**src/rtl/char_buffer_writer.sv**
```systemverilog
// char_buffer_writer
//
// Owns the text buffer behind the VGA character overlay.
//
// Write side: a valid/ready byte stream from the status logic. The block
// tracks a cursor and interprets LF, CR and BS. Printable bytes land at the
// cursor, which then advances. After reset, and on every cmd_clear, the whole
// buffer is first filled with FILL_CHAR, one cell per clock.
//
// Read side: the overlay presents char_xy / char_line every pixel clock. One
// cycle later font_addr = {code[6:0], char_line} is presented to the font ROM.
//
// Ports
//   clk        pixel clock
//   rst        asynchronous, active-high reset
//   wr_valid   character byte valid
//   wr_char    character byte (ASCII)
//   wr_ready   byte accepted this cycle (high whenever no clear is running)
//   cmd_clear  single-cycle pulse: clear buffer, cursor home
//   cursor     current write address {row[3:0], col[3:0]}
//   char_xy    overlay read address {row[3:0], col[3:0]}
//   char_line  overlay glyph line
//   font_addr  registered font ROM address {char_code[6:0], char_line}
//   busy       clear sequence in progress
module char_buffer_writer #(
    parameter int         COLS      = 16,
    parameter int         ROWS      = 16,
    parameter logic [7:0] FILL_CHAR = 8'h20
) (
    input  logic        clk,
    input  logic        rst,
    input  logic        wr_valid,
    input  logic [7:0]  wr_char,
    output logic        wr_ready,
    input  logic        cmd_clear,
    output logic [7:0]  cursor,
    input  logic [7:0]  char_xy,
    input  logic [3:0]  char_line,
    output logic [10:0] font_addr,
    output logic        busy
);

    localparam logic [3:0] COL_MAX = 4'(COLS - 1);
    localparam logic [3:0] ROW_MAX = 4'(ROWS - 1);
    localparam logic [4:0] COLS_L  = 5'(COLS);
    localparam logic [4:0] ROWS_L  = 5'(ROWS);
    localparam logic [6:0] FILL7   = FILL_CHAR[6:0];

    localparam logic [7:0] CH_LF = 8'h0A;
    localparam logic [7:0] CH_CR = 8'h0D;
    localparam logic [7:0] CH_BS = 8'h08;

    typedef enum logic [0:0] {
        CLEAR = 1'b0,
        IDLE  = 1'b1
    } state_t;

    state_t      state_q, state_d;
    logic [7:0]  clr_cnt_q, clr_cnt_d;
    logic [3:0]  row_q, row_d;
    logic [3:0]  col_q, col_d;
    logic [10:0] font_addr_q, font_addr_d;

    // Bit 7 of a stored byte is never used on the read side, and printable
    // codes never have it set, so only the 7-bit code field is kept.
    logic [6:0]  mem_q [256];

    logic        mem_we;
    logic [7:0]  mem_waddr;
    logic [6:0]  mem_wdata;
    logic        mem_we_ok;
    logic [6:0]  rd_code;
    logic        byte_acc;

    // Cells outside the ROWS x COLS window exist in the address space only.
    function automatic logic addr_ok(input logic [7:0] a);
        return ({1'b0, a[7:4]} < ROWS_L) && ({1'b0, a[3:0]} < COLS_L);
    endfunction

    function automatic logic [3:0] row_inc(input logic [3:0] r);
        return (r == ROW_MAX) ? 4'd0 : r + 4'd1;
    endfunction

    assign wr_ready  = (state_q == IDLE);
    assign busy      = (state_q == CLEAR);
    assign cursor    = {row_q, col_q};
    assign font_addr = font_addr_q;
    assign byte_acc  = wr_valid && wr_ready;

    // ------------------------------------------------------------------
    // Read path: combinational buffer read, registered ROM address. The
    // array still holds pre-edge contents here, so a same-cycle write to
    // the same cell shows up one read later.
    // ------------------------------------------------------------------
    always_comb begin
        rd_code     = addr_ok(char_xy) ? mem_q[char_xy] : FILL7;
        font_addr_d = {rd_code, char_line};
    end

    // ------------------------------------------------------------------
    // FSM next-state, cursor and write-port control
    // ------------------------------------------------------------------
    always_comb begin
        state_d   = state_q;
        clr_cnt_d = clr_cnt_q;
        row_d     = row_q;
        col_d     = col_q;
        mem_we    = 1'b0;
        mem_waddr = {row_q, col_q};
        mem_wdata = FILL7;

        unique case (state_q)
            CLEAR: begin
                if (cmd_clear) begin
                    clr_cnt_d = 8'd0;
                end else begin
                    mem_we    = 1'b1;
                    mem_waddr = clr_cnt_q;
                    clr_cnt_d = clr_cnt_q + 8'd1;
                    if (clr_cnt_q == 8'hFF) begin
                        state_d = IDLE;
                        row_d   = 4'd0;
                        col_d   = 4'd0;
                    end
                end
            end

            IDLE: begin
                if (cmd_clear) begin
                    // Clear wins over a byte offered in the same cycle; that
                    // byte is consumed (wr_ready is high) and dropped.
                    state_d   = CLEAR;
                    clr_cnt_d = 8'd0;
                    row_d     = 4'd0;
                    col_d     = 4'd0;
                end else if (byte_acc) begin
                    if (wr_char == CH_LF) begin
                        col_d = 4'd0;
                        row_d = row_inc(row_q);
                    end else if (wr_char == CH_CR) begin
                        col_d = 4'd0;
                    end else if (wr_char == CH_BS) begin
                        // Erase the cell we step back onto; no wrap to the
                        // previous row.
                        if (col_q != 4'd0) begin
                            col_d     = col_q - 4'd1;
                            mem_we    = 1'b1;
                            mem_waddr = {row_q, col_q - 4'd1};
                            mem_wdata = FILL7;
                        end
                    end else if (wr_char >= 8'h20 && wr_char <= 8'h7E) begin
                        mem_we    = 1'b1;
                        mem_waddr = {row_q, col_q};
                        mem_wdata = wr_char[6:0];
                        if (col_q == COL_MAX) begin
                            col_d = 4'd0;
                            row_d = row_inc(row_q);
                        end else begin
                            col_d = col_q + 4'd1;
                        end
                    end
                    // any other code: accepted and ignored
                end
            end

            default: begin
                state_d = CLEAR;
            end
        endcase
    end

    // The clear counter sweeps every address; out-of-window cells are masked.
    assign mem_we_ok = mem_we && addr_ok(mem_waddr);

    // ------------------------------------------------------------------
    // State registers
    // ------------------------------------------------------------------
    always_ff @(posedge clk or posedge rst) begin
        if (rst) begin
            state_q     <= CLEAR;
            clr_cnt_q   <= 8'd0;
            row_q       <= 4'd0;
            col_q       <= 4'd0;
            font_addr_q <= 11'd0;
        end else begin
            state_q     <= state_d;
            clr_cnt_q   <= clr_cnt_d;
            row_q       <= row_d;
            col_q       <= col_d;
            font_addr_q <= font_addr_d;
        end
    end

    // Buffer array: no reset, the clear sequence initialises it.
    always_ff @(posedge clk) begin
        if (mem_we_ok) begin
            mem_q[mem_waddr] <= mem_wdata;
        end
    end

endmodule
```
**config.mk**
```make
export PLATFORM = sky130hd
export DESIGN_NAME = char_buffer_writer
export DESIGN_NICKNAME = d
export VERILOG_FILES = /design/src/rtl/char_buffer_writer.sv
export SDC_FILE = /design/constraint.sdc
export NUM_CORES = 2
export LEC_CHECK = 0
export BUFFER_PORTS_ARGS = -buffer_cell sky130_fd_sc_hd__buf_2
export CORE_MARGIN = 3
export CORE_UTILIZATION = 45
export CTS_CLUSTER_DIAMETER = 80
export DETAILED_ROUTE_END_ITERATION = 10
export GPL_ROUTABILITY_DRIVEN = 0
export PLACE_DENSITY_LB_ADDON = 0.12
export REMOVE_ABC_BUFFERS = 1
export SYNTH_ARGS = -nofsm -noshare
export SYNTH_HDL_FRONTEND = slang
export SYNTH_SLANG_ARGS = --single-unit
```
**constraint.sdc**
```tcl
create_clock -name clk -period 10.8 [get_ports clk]
set_input_delay 1.62 -clock clk [delete_from_list [all_inputs] [get_ports clk]]
set_output_delay 1.62 -clock clk [all_outputs]
set_load 0.01 [all_outputs]
```
### After elaboration in Yosys (flattened, before gate mapping)

Memories as Yosys holds them, arrays and structs flattened. A register that Yosys moved wholly into a read port is not among the register bits.
Index checks and enable logic that the tools add are counted.

* input bits: 24
* latch bits: 0
* bits in read-only memories: 0
* bits in writable memories: 1792
* memories kept: 1
* flip-flop bits (word level): 28

* $add $sub $neg: 4
* shift operators: 0
* $lt $le $gt $ge: 2
* div/mod/pow operators: 0
* reductions and logical operators: 5
* bitwise operators: 1
* multiplexer cells: 52
* multiply operators: 0
* equality and inequality tests: 16

Memory list
* mem_q: words 256, bits a word 7, read ports 1, clocked after Yosys merged registers in 1, wr ports 1, RTL line 66 `logic [6:0] mem_q [256];`

Operators by type and width (count)
* $mux W4: 24
* $mux W7: 7
* $pmux W8 S2: 2
* $eq A8 B4 Y1 const B: 3
* $mux W8: 3
* $pmux W4 S2: 2
* $mux W1: 12
* $add A4 B1 Y4 const B: 2
* $add A8 B1 Y8 const B: 1
* $eq A4 B4 Y1 const B: 2
* $eq A8 B8 Y1 const B: 1
* $ge A8 B6 Y1 const B: 1
* $le A8 B7 Y1 const B: 1
* $ne A4 B2 Y1 const B: 2
* $ne A4 B4 Y1 const B: 2
* $reduce_and A7 Y1: 1
* $ne A6 B2 Y1 const B: 1
* $ne A6 B5 Y1 const B: 1
* $reduce_and A5 Y1: 1
* $ne A2 B2 Y1 const B: 2
* $pmux W1 S2: 2
* $reduce_bool A4 Y1: 1
* $sub A4 B1 Y4 const B: 1
* $ne A3 B2 Y1 const B: 1
* other kinds (3): 4

### Depth between registers and ports, before layout

* depth after elaboration: 11
* mapped depth: 12

### Worst setup path before layout

No wires, ideal clock.

* path kind: in2reg
* start point: input cmd_clear
* end point: memory mem_q[0][6], data pin
* data arrival time: 9194 ps
* stages on the path: 5
* buffers on the path: 1
* path slack: 28 ps
* path through: buf_2 and2b_1 and2_1 nand3b_1 a21oi_1

* word-level cells in the longest chain between the ends: 2

RTL lines
* start: declaration: RTL line 35 `input logic cmd_clear,`
* $mux W7: RTL line 129 `if (cmd_clear) begin`
* $mux W7: RTL line 112 `unique case (state_q)`
* named net mem_wdata[6]: RTL line 70 `logic [6:0] mem_wdata;`
* end: declaration: RTL line 66

The timed path passes the listed nets, and every way through them passes these cells.

==> flow_summary.json <==
{
  "critPathArrivalTime_ns": 5.84,
  "ys_seq_elements": 1820,
  "h-tree-depth": 4,
  "layout_min_cycle_time_ns": 5.14,
  "final.fill_count": 12300,
  "netlist_area_mm2": 0.0715,
  "critPathKind": "input pin to flip-flop",
  "fmax_ghz": 0.194,
  "fin_crit_sh_pct": 47.6,
  "design_area_mm2": 0.0799,
  "hold_buffers": 0,
  "outcome": "finished clean",
  "vias": 34300,
  "finalClockSkew_ns": 0.0374,
  "grt_pass1_wl_mm": 263,
  "cts_sinks": 1820,
  "route.detailed.drc": 0,
  "grt-ovfl-total": 0,
  "root_buffer": "clkbuf_16",
  "port_buffers": 44,
  "cts_tree": "yes",
  "clock_latency_ns": 0.80,
  "fin_setup_tns_ns": 0,
  "row_count": 145,
  "die_w_um": 405,
  "synth_area_per_cell_um2": 21.2,
  "yosys.area.top_type": "edfxtp_1",
  "power_density_mw_per_mm2": 182,
  "grt_pass1_vias": 35600,
  "syn_inst": 3380,
  "core_area_mm2": 0.157,
  "drive_gt1_share_pct": 24.1,
  "finalHoldViolCount": 0,
  "crit_family": "buffers and inverters",
  "cts_max_path_buffers": 3,
  "drtIter0Drc": 3693,
  "fin_nets": 3500,
  "finalWirelength_mm": 183,
  "synth_edf_count": 1792,
  "yosysSeqAreaShare_pct": 76.2,
  "fin_hold_ws_ns": 0.607,
  "synth_ff_type": "edfxtp_1",
  "cts_resized": 0,
  "wl_per_cell_um": 32.2,
  "cp-end-kind": "flip-flop",
  "postCtsSetupBuffers": 0,
  "min_path_type": "flip-flop to flip-flop",
  "cp_slowest_stage_delay_ns": 0.77,
  "tightestPinTransition_ns": 1.33,
  "worstPathCellList": "buf_8 -> buf_4 -> buf_12 -> mux4_2 -> mux4_2 -> a22oi_1 -> nand2_1 -> and3_1",
  "track_usage_pct": 22.6,
  "path_clk_slew_ns": 0.06,
  "yosys_warnings": 0,
  "post-dp-hpwl_mm": 110,
  "drv_cap": 0,
  "syn_to_final_growth_pct": 11.7,
  "slowest_stage": "buf_4",
  "worst-path-buf-inv": 3,
  "grt_antenna_before_repair": 14,
  "synthTopCellsByArea": "edfxtp_1, mux4_2, mux2i_1, nor2_1, dfrtp_1",
  "io-pin-count": 45,
  "synth_top_area_share_pct": 75.2,
  "slew_violations": 0,
  "place_area_mm2": 0.0738,
  "chipHeight_um": 405,
  "peakVddDrop_v": 0.000155,
  "initial_utilization_pct": 45.5,
  "slew-limit-headroom_pct": 11.6,
  "cp.required_ns": 11.49,
  "critPathMaxFanout": 82,
  "layout_common_cells": "edfxtp_1, mux4_2, nor2_1",
  "yosysUniqueCellTypes": 70,
  "final_common_cell": "edfxtp_1",
  "ys_async_sr_fraction_pct": 1.54,
  "final_antenna_net_count": 0,
  "vias_per_cell": 6.04,
  "leakage_uw": 0.0292,
  "setup_viol": 0,
  "grt_max_degree": 225,
  "first_pass_iters": 5,
  "cp-start-kind": "input pin",
  "numCtsBuffers": 189,
  "cp_common_cell": "mux4_2",
  "die-area_mm2": 0.164,
  "grt_setup_unrepaired": "no"
}
[kinds of logic after synthesis]
kind of cell | after synthesis | share of synthesized area (%)
flops | 1820 | 76.2
mux | 605 | 16.2
simple gates | 481 | 3.14
xor+xnor | 9 | 0.110
buf+inv | 201 | 1.60
compound gates | 260 | 2.64
fa+ha+maj | 4 | 0.0700
[state kept, by name (all words and copies together), names as in the netlist]
name and count:
row_q 4, font_addr 11, mem_q 1792, wr_ready 1, col_q 4, clr_cnt_q 8
[report_power, final]
part           switching [uW]  total [uW]  leakage (uW)  internal, uW
registers                15.0        7660        0.0208          7650
logic                     260         399       0.00537           139
clock network            2690        6490       0.00300          3800
total                    2960       14500        0.0292         11600
[per-layer routing]
| layer | up-vias | part of all wire, % | global-route usage [%] |
|---|---|---|---|
| li1 | 14300 | - | - |
| met1 | 18400 | 41 | 32.2 |
| met2 | 1319 | 47 | 35.3 |
| met3 | 279 | 8.2 | 4.92 |
| met4 | 0 | 3.0 | 6.86 |
| met5 | - | 0 | 0 |
[synth_stat cells, types with 4 or more instances]
master and number:
buf_4 25, o22ai_1 51, nand2_1 74, ha_1 4
buf_6 31, xor2_1 6, a211oi_1 22, nand2b_1 11
edfxtp_1 1792, nor3_1 11, and3_1 11, o221ai_1 39
nor2b_1 9, inv_1 7, o21ai_0 29, a31oi_1 10
a211o_1 12, nor2_2 11, nand2_4 12, mux4_2 445
nand2_2 5, clkbuf_1 70, o31ai_1 4, nor2_1 274
nand3_1 19, a221oi_2 5, a21oi_1 27, dfrtp_1 28
o32ai_1 13, nand3b_1 8, buf_2 52, buf_1 16
mux2i_1 158, and2_1 6, a22oi_1 27
[worst reg2reg max path, cell delays in order, from the launching register on]
cell	delay [ns]
dfrtp_1	0.82
and2b_1	0.42
and2_1	0.36
nand2_1	0.09
nor2_1	0.23
and2_4	0.59
buf_4	0.83
buf_4	0.84
[cell type report]
type                       instances  area (um2)  area share [%]
antenna                            2        5.00         0.00626
clock buffer                     228        4960            6.21
clock inverter                   112        1210            1.51
inverter                           7        31.3          0.0391
multi-input combinational       1359       15900            19.9
sequential                      1820       54500            68.2
tap                             2058        2570            3.22
timing repair buffer              95         701           0.877
[path summary, 6_finish.rpt]
kind | from | endpoint | slack [ns] | cells past startpoint
worst max-delay path | char_xy[0] | font_addr[8] | 5.66 | 8
worst min-delay path | clr_cnt_q[0] | clr_cnt_q[0] | 0.61 | 2
worst max register to register | wr_ready | mem_q[48][0] | 6.22 | 7
worst min register to register | clr_cnt_q[0] | clr_cnt_q[0] | 0.61 | 2
max in group asynchronous | rst | font_addr[0] | 9.43 | 3
min in group asynchronous | rst | col_q[2] | 0.97 | 3
[metrics by stage]
stage               std cells  total power, uW  setup slack [ns]  utilization [%]
detailed placement       5339             8210              4.87             46.9
finish                   5681            14500              5.66             50.9
CTS                      5679            14700              5.73             50.9
floorplan                3186             7980             0.192                -
global route             5679            15000              5.38             50.9
global placement         5339             8210              4.81             46.9
Power figures use the tool's default switching activity.
